### src/rtl/frame_writer_if.sv
// Camera capture inputs and frame-buffer write port shared between the frame
// writer (master) and its environment (slave).
interface frame_writer_if #(
  parameter int ADDR_W = 18
);
   logic              vsync;
   logic              href;
   logic [31:0]       pix_data;
   logic              pix_done;
   logic [ADDR_W-1:0] bram_addr;
   logic [15:0]       bram_din;
   logic              bram_we;

   modport master (
      input  vsync, href, pix_data, pix_done,
      output bram_addr, bram_din, bram_we
   );

   modport slave (
      output vsync, href, pix_data, pix_done,
      input  bram_addr, bram_din, bram_we
   );
endinterface

### src/rtl/frame_writer.sv
// Captures YCbCr422 luma pairs into a frame buffer and tracks the brightest
// above-threshold pixel per vsync-bracketed frame.
module frame_writer #(
   parameter int H_PAIRS = 320,
   parameter int V_LINES = 480,
   parameter int ADDR_W  = 18
) (
   input  logic                pclk,
   input  logic                reset,
   frame_writer_if.master      bus,
   input  logic [7:0]          threshold,
   output logic [9:0]          spot_x,
   output logic [8:0]          spot_y,
   output logic [7:0]          spot_luma,
   output logic                spot_found,
   output logic                spot_valid,
   output logic [7:0]          frame_count,
   output logic                overflow,
   output logic [1:0]          state_dbg
);

   typedef enum logic [1:0] {
      WAIT_SYNC = 2'd0,
      ARMED     = 2'd1,
      CAPTURE   = 2'd2,
      DONE      = 2'd3
   } state_t;

   localparam logic [9:0] H_LIM = 10'(H_PAIRS);
   localparam logic [8:0] V_LIM = 9'(V_LINES);

   state_t state, state_n;

   logic              pix_done_d;
   logic              href_d;
   logic [9:0]        col;
   logic [8:0]        row;
   logic [ADDR_W-1:0] addr_cnt;
   logic              best_valid;
   logic [7:0]        best_luma;
   logic [9:0]        best_x;
   logic [8:0]        best_y;

   logic              strobe, href_fall, take, in_range, accept;
   logic [7:0]        y0, y1, cand_luma;
   logic              odd;
   logic [9:0]        cand_x;
   logic              better;

   // Chroma bytes are not stored; the top column bit never reaches x.
   logic unused_bits;
   assign unused_bits = ^{bus.pix_data[23:8], col[9]};

   assign strobe    = bus.pix_done & ~pix_done_d;
   assign href_fall = href_d & ~bus.href;
   // A strobe landing on the href falling-edge cycle still belongs to the line.
   assign take      = (state == CAPTURE) & strobe & (bus.href | href_fall);
   assign in_range  = (col < H_LIM) && (row < V_LIM);
   assign accept    = take & in_range;

   assign y0        = bus.pix_data[31:24];
   assign y1        = bus.pix_data[7:0];
   assign odd       = (y1 > y0);
   assign cand_luma = odd ? y1 : y0;
   assign cand_x    = {col[8:0], odd};
   assign better    = (cand_luma >= threshold) &&
                      (!best_valid || (cand_luma > best_luma));

   assign state_dbg = state;

   always_ff @(posedge pclk) begin
      if (reset) state <= WAIT_SYNC;
      else       state <= state_n;
   end

   always_comb begin
      state_n = state;
      case (state)
         WAIT_SYNC: if (bus.vsync)  state_n = ARMED;
         ARMED:     if (!bus.vsync) state_n = CAPTURE;
         CAPTURE:   if (bus.vsync)  state_n = DONE;
         DONE:                      state_n = ARMED;
         default:                   state_n = WAIT_SYNC;
      endcase
   end

   always_ff @(posedge pclk) begin
      if (reset) begin
         pix_done_d    <= 1'b0;
         href_d        <= 1'b0;
         col           <= '0;
         row           <= '0;
         addr_cnt      <= '0;
         best_valid    <= 1'b0;
         best_luma     <= '0;
         best_x        <= '0;
         best_y        <= '0;
         bus.bram_we   <= 1'b0;
         bus.bram_addr <= '0;
         bus.bram_din  <= '0;
         spot_x        <= '0;
         spot_y        <= '0;
         spot_luma     <= '0;
         spot_found    <= 1'b0;
         spot_valid    <= 1'b0;
         frame_count   <= '0;
         overflow      <= 1'b0;
      end else begin
         pix_done_d  <= bus.pix_done;
         href_d      <= bus.href;
         bus.bram_we <= 1'b0;
         spot_valid  <= 1'b0;

         if (state == CAPTURE) begin
            if (accept) begin
               bus.bram_we   <= 1'b1;
               bus.bram_addr <= addr_cnt;
               bus.bram_din  <= {y0, y1};
               addr_cnt      <= addr_cnt + 1'b1;
               col           <= col + 10'd1;
               if (better) begin
                  best_valid <= 1'b1;
                  best_luma  <= cand_luma;
                  best_x     <= cand_x;
                  best_y     <= row;
               end
            end else if (take) begin
               overflow <= 1'b1;
            end

            // Empty lines do not advance the row; row saturates at the limit.
            if (href_fall) begin
               col <= '0;
               if (((col != 10'd0) || accept) && (row < V_LIM))
                  row <= row + 9'd1;
            end
         end else begin
            col        <= '0;
            row        <= '0;
            addr_cnt   <= '0;
            best_valid <= 1'b0;
            best_luma  <= '0;
            best_x     <= '0;
            best_y     <= '0;
            if (state == DONE) begin
               spot_x      <= best_x;
               spot_y      <= best_y;
               spot_luma   <= best_luma;
               spot_found  <= best_valid;
               spot_valid  <= 1'b1;
               frame_count <= frame_count + 8'd1;
            end
         end
      end
   end

endmodule

### src/flat_wrapper.sv
// flat-port wrapper written by rule: the top's interface ports become plain ports
module frame_writer_flat 
#(
   parameter int H_PAIRS = 320,
   parameter int V_LINES = 480,
   parameter int ADDR_W  = 18
)
  (pclk, reset, threshold, spot_x, spot_y, spot_luma, spot_found, spot_valid, frame_count, overflow, state_dbg, bus_vsync, bus_href, bus_pix_data, bus_pix_done, bus_bram_addr, bus_bram_din, bus_bram_we);
  frame_writer_if #(.ADDR_W(ADDR_W)) bus_i ();
  input  logic pclk;
  input  logic reset;
  input  logic [7:0] threshold;
  output logic [9:0] spot_x;
  output logic [8:0] spot_y;
  output logic [7:0] spot_luma;
  output logic spot_found;
  output logic spot_valid;
  output logic [7:0] frame_count;
  output logic overflow;
  output logic [1:0] state_dbg;
  input wire logic [$bits(bus_i.vsync)-1:0] bus_vsync;
  input wire logic [$bits(bus_i.href)-1:0] bus_href;
  input wire logic [$bits(bus_i.pix_data)-1:0] bus_pix_data;
  input wire logic [$bits(bus_i.pix_done)-1:0] bus_pix_done;
  output wire logic [$bits(bus_i.bram_addr)-1:0] bus_bram_addr;
  output wire logic [$bits(bus_i.bram_din)-1:0] bus_bram_din;
  output wire logic [$bits(bus_i.bram_we)-1:0] bus_bram_we;
  assign bus_i.vsync = bus_vsync;
  assign bus_i.href = bus_href;
  assign bus_i.pix_data = bus_pix_data;
  assign bus_i.pix_done = bus_pix_done;
  assign bus_bram_addr = bus_i.bram_addr;
  assign bus_bram_din = bus_i.bram_din;
  assign bus_bram_we = bus_i.bram_we;
  frame_writer #(.H_PAIRS(H_PAIRS), .V_LINES(V_LINES), .ADDR_W(ADDR_W)) u_core (.pclk(pclk), .reset(reset), .bus(bus_i), .threshold(threshold), .spot_x(spot_x), .spot_y(spot_y), .spot_luma(spot_luma), .spot_found(spot_found), .spot_valid(spot_valid), .frame_count(frame_count), .overflow(overflow), .state_dbg(state_dbg));
endmodule
### config.mk
export PLATFORM = sky130hd
export DESIGN_NAME = frame_writer_flat
export DESIGN_NICKNAME = d
export VERILOG_FILES = /design/src/rtl/frame_writer_if.sv /design/src/rtl/frame_writer.sv /design/src/flat_wrapper.sv
export SDC_FILE = /design/constraint.sdc
export NUM_CORES = 1
export LEC_CHECK = 0
export CAP_MARGIN = 20
export CORE_MARGIN = 2
export CORE_UTILIZATION = 50
export CTS_CLUSTER_DIAMETER = 150
export CTS_CLUSTER_SIZE = 25
export DETAILED_ROUTE_END_ITERATION = 6
export PLACE_DENSITY = 0.88
export SLEW_MARGIN = 25
export SYNTH_ARGS = -nofsm -noshare
export SYNTH_HDL_FRONTEND = slang
export SYNTH_SLANG_ARGS = --single-unit
### constraint.sdc
create_clock -name pclk -period 9 [get_ports pclk]
set_clock_uncertainty 0.1 [all_clocks]
set_input_delay 2.7 -clock pclk [delete_from_list [all_inputs] [get_ports pclk]]
set_output_delay 2.7 -clock pclk [all_outputs]
set_load 0.02 [all_outputs]
==> flow_summary.yaml <==
worst_setup_path:
  worstSetupEndpointType: "register"
  critPathBufInv: 3
  crit_type: "in2reg"
  cp_max_fo: 28
  timing.critical_path.mode_cell: "o21a_1"
  path_delay_family: "compound AO/OA/AOI/OAI gates"
  crit_path_start_kind: "input pin"
  cp.required_ps: 9210
  path_cells: "clkdlybuf4s50_1 -> inv_1 -> ha_1 -> a21oi_1 -> o21ai_0 -> o21ai_1 -> mux2_2 -> ha_1 -> o21a_1 -> o21a_1 -> o21ai_0 -> nor2_1 -> o21a_1 -> o311a_1 -> buf_4 -> o21a_1"
  r2r_slack_ps: 6150
  worstPathArrival_ps: 6930
  crit_slowest_cell: "o21ai_1"
  slowest_delay_ps: 640
power:
  peakVddDrop_v: 0.000132
  p_per_area_mw_per_mm2: 199
  p_leak_uw: 0.00274
  total_power_uw: 1580
die:
  num_rows: 40
  die_h_um: 116
  initial_core_util_pct: 51.6
  core_area_mm2: 0.0121
  dieWidth_um: 116
  dieArea_mm2: 0.0133
  io_pins: 120
sta:
  relSlewSlack_pct: 43.9
  fmax_ghz: 0.149
  tightest_slew_ps: 841
  hold_viol: 0
  fin_tns_setup_ps: 0
  slew_viol_final: 0
  rsz0062_at_grt: "no"
  setup_viol: 0
  layout_min_cycle_time_ps: 6720
  fin_ws_ps: 2280
  post-route-period-util_pct: 74.7
detailed_routing:
  drt-initial-drc-count: 400
  routed_via_density: 5.22
  postRouteAntennaNets: 0
  routedWlPerCell_um: 14.1
  drc: 0
  drtPass1Iterations: 4
  drt-total-wl_um: 13900
  route.vias.total: 5132
layout:
  drive_gt1_share_pct: 6.87
  instances_no_fill: 983
  syn2layout_area_growth_pct: 28.2
  antenna_cells: 0
  final_nets: 878
place:
  hpwl_um: 9410
  placedCellCount: 951
  dpl_worst_slack_ps: 1880
  io_buffers: 103
  gp_congestion: 0.830
synthesis:
  postSynthAreaPerCell_um2: 8.77
  synth_fp_nets: 785
  synth_ff_type: "dfxtp_1"
  synthCells: 709
  seq_area_frac_synth_pct: 45.7
  ys_async_sr_fraction_pct: 0
  synthDistinctLibCells: 45
  netlist_area_mm2: 0.00622
  ys_seq_elements: 142
  synth_edf_count: 0
  ys.warnings.count: 0
clock_tree:
  cts-root-buf: "clkbuf_16"
  cts_max_path_buffers: 2
  clock_latency_ps: 420
  h-tree-depth: 4
  numCtsBuffers: 17
  ctsResizeCount: 0
  clkTransAtPathRegs_ps: 60
  hold_buffers: 0
  post_cts_buffers: 0
  cts_tree: "yes"
  clock_sinks: 142
global_routing:
  gr-total-overflow: 0
  antenna_found_initial: 0
  grt_pass1_wl_um: 22700
  globalRouteTotalUtil_pct: 21.5
  grt_pass1_vias: 4905
  grt_max_degree: 79
min_path:
  hold_path_class: "reg2reg"
job:
  cap_violations: 0
run_status:
  status: "finished clean"
==> stage by stage <==
stage / hold slack [ps] / utilization, % / cell area (µm²)
4_1_cts: 355 / 66.0 / 7960
3_3_place_gp: 342 / 61.0 / 7350
6_report: 352 / 66.1 / 7970
3_5_place_dp: 346 / 61.0 / 7350
2_1_floorplan: 334 / - / 6220
5_1_grt: 371 / 66.1 / 7970
==> kinds of logic (layout without fill, tap and decap cells) <==
kind of cell | Yosys count | count (layout) | synth area share [%]
buf+inv | 69 | 175 | 4.57
fa+ha+maj | 31 | 31 | 6.24
simple gates | 282 | 282 | 20.1
xor+xnor | 28 | 28 | 3.94
mux | 65 | 65 | 10.6
compound gates | 92 | 92 | 8.85
flops | 142 | 142 | 45.7
==> worst min-delay path: cells and delay by family (launching register included) <==
family / cells / cell delay, ps
flip-flops: 1 / 310
AO/OA/AOI/OAI: 1 / 50
AND/OR/NAND/NOR: 1 / 50
==> registers in the layout, summed over array words and instances (netlist names), 9 cells and up <==
signal and cells:
u_core.spot_x 10, u_core.best_y 9, u_core.addr_cnt 18, u_core.col 10
u_core.best_x 10, u_core.spot_y 9, u_core.bus.bram_din 16, u_core.row 9
u_core.bus.bram_addr 18
==> routing by layer <==
layer  up-vias  share of wire (%)  global-route usage (%)
li1       2570                  -                       -
met1      2393                 43                    24.6
met2       129                 49                    37.3
met3        40                4.2                    5.02
met4         0                3.0                    11.1
met5         -                  0                       0
==> cell usage in the layout (no fill, tap or decap), types with 11 or more instances in the layout <==
cell type        count
dfxtp_1            142
nand4_1             13
or3_1               11
clkdlybuf4s50_1    102
ha_1                30
xnor2_1             12
xor2_1              16
o21ai_0             15
nor2_1              73
mux2i_1             58
clkbuf_16           17
nand2_1            141
a21oi_1             55
inv_1               34
==> area by class of cell <==
| cell class | count | area, µm² |
|---|---|---|
| fillers | 942 | 4090 |
| flip-flops and latches | 142 | 2840 |
| well taps | 168 | 210 |
| multi-input cells | 498 | 3110 |
| inverters | 34 | 128 |
| repair buffers | 109 | 1070 |
| clock buffers | 17 | 425 |
| clock inverters | 15 | 184 |
==> path summary, 6_finish.rpt <==
| check | start | end | cells past startpoint |
|---|---|---|---|
| worst min register to register | u_core.bus.bram_din[7] | u_core.bus.bram_din[7] | 2 |
| worst min-delay path | u_core.bus.bram_din[7] | u_core.bus.bram_din[7] | 2 |
| worst max register to register | u_core.state_dbg[0] | u_core.addr_cnt[7] | 9 |
| worst max-delay path | bus_pix_data[31] | u_core.best_valid | 16 |
==> cell usage after synthesis, drive strengths merged, types with 7 or more instances <==
cell    count  area, µm²
or3        12       80.1
clkbuf     26       97.6
nand2     141        529
ha         31        388
dfxtp     142       2840
o21ai      17       85.1
nand3       9       45.0
xor2       16        140
mux2i      58        581
nand4      13       81.3
mux2        7       78.8
nor2       73        274
a21oi      55        275
inv        34        128
xnor2      12        105
buf         9       58.8
==> where the power goes <==
part           total [µW]  internal [µW]  switching (µW)
clock                 718            439             279
combinational         216           86.9             129
sequential            651            639            11.2
(Power assumes the default switching activity.)
